$ cat src/rtl/regbank_dump_reader.sv
// Debug readout engine: walks the register bank through a combinational debug
// read port and streams each captured word out on a valid/ready interface.
module regbank_dump_reader #(
  parameter int DATA_W   = 32,
  parameter int NUM_REGS = 32,
  parameter int ADDR_W   = 5
) (
  input  logic              i_clk,
  input  logic              i_rst_n,
  input  logic              i_start,
  input  logic [ADDR_W:0]   i_count,
  output logic [ADDR_W-1:0] o_rd_addr,
  input  logic [DATA_W-1:0] i_rd_data,
  output logic              o_out_valid,
  input  logic              i_out_ready,
  output logic [ADDR_W-1:0] o_out_index,
  output logic [DATA_W-1:0] o_out_data,
  output logic              o_busy,
  output logic              o_done
);

  // state  | meaning
  // S_IDLE | waiting for start; limit latched on start
  // S_READ | drive rd_addr=idx, capture word at the edge
  // S_SEND | hold word until the consumer accepts it
  // S_DONE | one-cycle completion pulse
  typedef enum logic [1:0] {S_IDLE, S_READ, S_SEND, S_DONE} state_t;

  localparam logic [ADDR_W:0]   MAX_CNT = (ADDR_W+1)'(NUM_REGS);
  localparam logic [ADDR_W:0]   CNT_ONE = (ADDR_W+1)'(1);
  localparam logic [ADDR_W-1:0] IDX_ONE = (ADDR_W)'(1);

  state_t            r_state;
  state_t            w_next;
  logic [ADDR_W-1:0] r_idx;
  logic [ADDR_W:0]   r_limit;
  logic [ADDR_W:0]   w_limit;
  logic              w_last;
  logic              w_xfer;

  assign w_limit = (i_count > MAX_CNT) ? MAX_CNT : i_count;
  assign w_last  = ({1'b0, r_idx} == (r_limit - CNT_ONE));
  assign w_xfer  = o_out_valid && i_out_ready;

  always_ff @(posedge i_clk or negedge i_rst_n) begin
    if (!i_rst_n) begin
      r_state <= S_IDLE;
    end else begin
      r_state <= w_next;
    end
  end

  always_comb begin
    w_next = r_state;
    case (r_state)
      S_IDLE: begin
        if (i_start) begin
          w_next = (w_limit == '0) ? S_DONE : S_READ;
        end
      end
      S_READ: w_next = S_SEND;
      S_SEND: begin
        if (w_xfer) begin
          w_next = w_last ? S_DONE : S_READ;
        end
      end
      S_DONE: w_next = S_IDLE;
      default: w_next = S_IDLE;
    endcase
  end

  // rd_addr follows idx; idx only moves on the way into READ, so the port is quiet otherwise
  always_comb begin
    o_busy    = (r_state != S_IDLE);
    o_done    = (r_state == S_DONE);
    o_rd_addr = r_idx;
  end

  always_ff @(posedge i_clk or negedge i_rst_n) begin
    if (!i_rst_n) begin
      r_idx       <= '0;
      r_limit     <= '0;
      o_out_valid <= 1'b0;
      o_out_index <= '0;
      o_out_data  <= '0;
    end else begin
      case (r_state)
        S_IDLE: begin
          if (i_start) begin
            r_limit <= w_limit;
            if (w_limit != '0) begin
              r_idx <= '0;
            end
          end
        end
        S_READ: begin
          o_out_data  <= i_rd_data;
          o_out_index <= r_idx;
          o_out_valid <= 1'b1;
        end
        S_SEND: begin
          if (w_xfer) begin
            o_out_valid <= 1'b0;
            if (!w_last) begin
              r_idx <= r_idx + IDX_ONE;
            end
          end
        end
        default: ;
      endcase
    end
  end

endmodule

$ cat config.mk
export PLATFORM = sky130hd
export DESIGN_NAME = regbank_dump_reader
export DESIGN_NICKNAME = d
export VERILOG_FILES = /design/src/rtl/regbank_dump_reader.sv
export SDC_FILE = /design/constraint.sdc
export NUM_CORES = 1
export LEC_CHECK = 0
export CAP_MARGIN = 5
export CORE_MARGIN = 10
export CORE_UTILIZATION = 49
export CTS_BUF_LIST = sky130_fd_sc_hd__clkbuf_4 sky130_fd_sc_hd__clkbuf_8
export CTS_CLUSTER_SIZE = 14
export DETAILED_ROUTE_END_ITERATION = 10
export PLACE_DENSITY = 0.85
export SYNTH_ARGS = -nofsm -noshare
export SYNTH_HDL_FRONTEND = slang
export SYNTH_SLANG_ARGS = --single-unit
$ cat constraint.sdc
create_clock -name i_clk -period 4.8 [get_ports i_clk]
set_clock_uncertainty 0.05 [all_clocks]
set_input_delay 0.96 -clock i_clk [delete_from_list [all_inputs] [get_ports i_clk]]
set_output_delay 0.96 -clock i_clk [all_outputs]
set_load 0.01 [all_outputs]
==> impl_metrics.py <==
metrics = {
    "outcome": {
        "status": "completed",
    },
    "detailed_routing": {
        "post_drt_via_cell_ratio": 5.21,
        "wl_per_cell_um": 17.0,
        "ant_nets": 0,
        "first_pass_iters": 4,
        "vias": 1632,
        "wl_um": 5310,
        "drtIter0Drc": 58,
        "drc": 0,
    },
    "global_route": {
        "grt_pass1_vias": 1678,
        "grt_max_degree": 52,
        "antenna_found_initial": 0,
        "grt_overflow": 0,
        "grt_use_met1": 0.147,
        "grtUsageMet3": 0.0901,
        "grt-busiest-layer": "met2",
        "grtUsageMet2": 0.221,
        "grt.total_usage": 0.137,
        "grt_pass1_wl_um": 8450,
    },
    "critical_path": {
        "critPathCaptureType": "output port",
        "cp_data_required_time_ns": 3.79,
        "path_cells": "and2_1 > clkdlybuf4s50_1",
        "critPathTopFamily": "buffers and inverters",
        "worstPathBufferInverterCount": 1,
        "worstPathArrival_ns": 1.60,
        "slowest_delay_ns": 0.57,
        "cp_max_fo": 9,
        "setup.worst_path.start_class": "register",
        "critPathSlowestCell": "clkdlybuf4s50_1",
        "worst-setup-path-type": "reg -> out",
    },
    "yosys": {
        "synth_commonest_cells": "dfrtp_1, mux2_2, nand2_1, nand2b_1, o21ai_0",
        "synth-simple-area-share": 0.109,
        "synth.most_common_cell": "dfrtp_1",
        "async_reset_ff_frac": 1.00,
        "ys_warn_count": 0,
        "synthesis.area_um2": 2250,
        "synth_xor_area_frac": 0.0300,
        "syn_nets": 218,
        "synth_top_area_frac": 0.566,
        "synth.area.top_cells": "dfrtp_1, mux2_2, nand2b_1",
        "netlist-cell-type-count": 36,
        "synth_compound_area_frac": 0.0633,
        "syn_inst": 174,
        "synth_top_area_cell": "dfrtp_1",
        "synthAdderAreaFrac": 0.0111,
        "synth-main-ff-cell": "dfrtp_1",
        "ys_seq_elements": 51,
        "synth_top_family_by_area": "multiplexers",
        "ys_seq_area_frac": 0.566,
        "syn_avg_cell_area_um2": 13.0,
        "synth_edf_count": 0,
        "muxShareOfSynthArea": 0.194,
    },
    "sta": {
        "worst_slack_ns": 2.19,
        "rsz0062_at_grt": "false",
        "final_hold_viol_count": 0,
        "setup_tns_ns": 0,
        "setup_violations": 0,
        "drv_slew": 0,
        "worst_pin_slew_ns": 1.02,
        "finalCriticalPeriod_ns": 2.61,
        "fmax_ghz": 0.383,
        "relSlewSlack": 0.321,
        "finalCritPeriodShare": 0.544,
    },
    "min_path": {
        "min_path_type": "reg -> reg",
    },
    "floorplanning": {
        "start_util": 0.511,
        "die_y_um": 87.8,
        "fp-row-count": 24,
        "die_area_um2": 7710,
        "io_pins": 87,
        "die_x_um": 87.8,
        "core_area_um2": 4410,
    },
    "cts": {
        "post-cts-setup-buffer-count": 0,
        "cts-htree-levels": 2,
        "cts_tree": "done",
        "cts_buffer_depth": 2,
        "cts_hold_buf": 0,
        "cts_buffers": 5,
        "clock-sinks": 51,
        "path_clk_slew_ns": 0.10,
        "cts_root_buffer": "clkbuf_8",
        "clk_latency_ns": 0.31,
        "cts.repair.resized": 0,
    },
    "placed_design": {
        "port_buffers": 86,
        "dpl_cell_area_um2": 3150,
        "place_congestion": 0.838,
        "dp_slack_ns": 1.93,
        "dpl.hpwl_um": 4030,
    },
    "layout": {
        "nets": 304,
        "layout-drive-gt1-share": 0.207,
        "antenna_cells": 0,
        "utilization": 0.739,
        "design_area_um2": 3260,
        "area_growth_pct": 44.7,
    },
    "pwr": {
        "power_mw": 2.10,
        "p_per_area_nw_per_um2": 645,
        "p_leak_nw": 1.38,
        "peakVddDrop_uv": 370,
    },
    "flow_run": {
        "cap_violations": 0,
    },
}
[path summary, 6_finish.rpt]
check | from | endpoint | slack (ns) | depth (start not counted)
worst min-delay path | o_out_data[21] | o_out_data[21] | 0.46 | 1
min in group asynchronous | i_rst_n | r_limit[3] | 0.70 | 2
worst max-delay path | r_state[1] | o_done | 2.19 | 2
worst max register to register | r_limit[0] | o_rd_addr[3] | 2.45 | 8
worst min register to register | o_out_data[21] | o_out_data[21] | 0.46 | 1
max in group asynchronous | i_rst_n | o_out_data[11] | 3.57 | 2
[state kept, by name, indices dropped and copies added (netlist names)]
register,cells
o_out_data,32
o_out_index,5
o_out_valid,1
o_rd_addr,5
r_limit,6
r_state,2
[where the power goes]
part	switching, mW	internal [mW]	leakage (nW)	total (mW)
sequential	0.152	0.627	0.629	0.779
combinational	0.411	0.614	0.695	1.02
clock	0.144	0.155	0.0581	0.300
total	0.707	1.40	1.38	2.10
[per-layer routing]
| layer | vias up | share of wire |
|---|---|---|
| met5 | - | 0 |
| li1 | 781 | - |
| met2 | 66 | 0.48 |
| met4 | 0 | 0.0094 |
| met3 | 6 | 0.14 |
| met1 | 779 | 0.37 |
[layout by cell type, fill, tap and decap left out, types with 2 or more instances in the layout]
master           instances
clkdlybuf4s50_1         85
dfrtp_1                 51
mux2_2                  38
nand2b_1                 9
nand2_1                  9
o21ai_0                  8
inv_1                    5
clkbuf_8                 5
nor2_1                   4
a21oi_1                  4
nand3_1                  4
nor3_1                   4
nand3b_1                 3
xor2_1                   3
xnor2_2                  2
a221o_1                  2
ha_1                     2
[stage by stage]
| stage | hold WS, ns | instances |
|---|---|---|
| 6_report | 0.459 | 313 |
| 4_1_cts | 0.467 | 313 |
| 3_5_place_dp | 0.445 | 305 |
| 5_1_grt | 0.476 | 313 |
| 3_3_place_gp | 0.438 | 305 |
| 2_1_floorplan | 0.441 | 174 |
[kinds of logic (layout without fill, tap and decap cells)]
kind of cell,after synthesis,after routing
AND/OR/NAND/NOR,44,44
AO/OA/AOI/OAI,19,19
XOR/XNOR,6,6
adder cells (fa/ha/maj),2,2
multiplexers,39,39
flip-flops,51,51
buffers and inverters,13,100
[final cells by class]
| class | instances | area, um2 |
|---|---|---|
| clock buffers | 5 | 68.8 |
| clock inverters | 3 | 43.8 |
| fillers | 317 | 1150 |
| inverters | 5 | 18.8 |
| multi-input cells | 110 | 926 |
| flip-flops and latches | 51 | 1280 |
| well taps | 52 | 65.1 |
| repair buffers | 87 | 863 |
[worst reg2reg max path, cell delays in order, from the launching register on]
cell       delay [ns]
dfrtp_1          0.44
inv_1            0.08
ha_1             0.20
nand2b_1         0.14
a21oi_1          0.07
a311o_1          0.36
a2111oi_4        0.44
nor2b_1          0.13
a221o_1          0.33
Power figures use the tool's default switching activity.
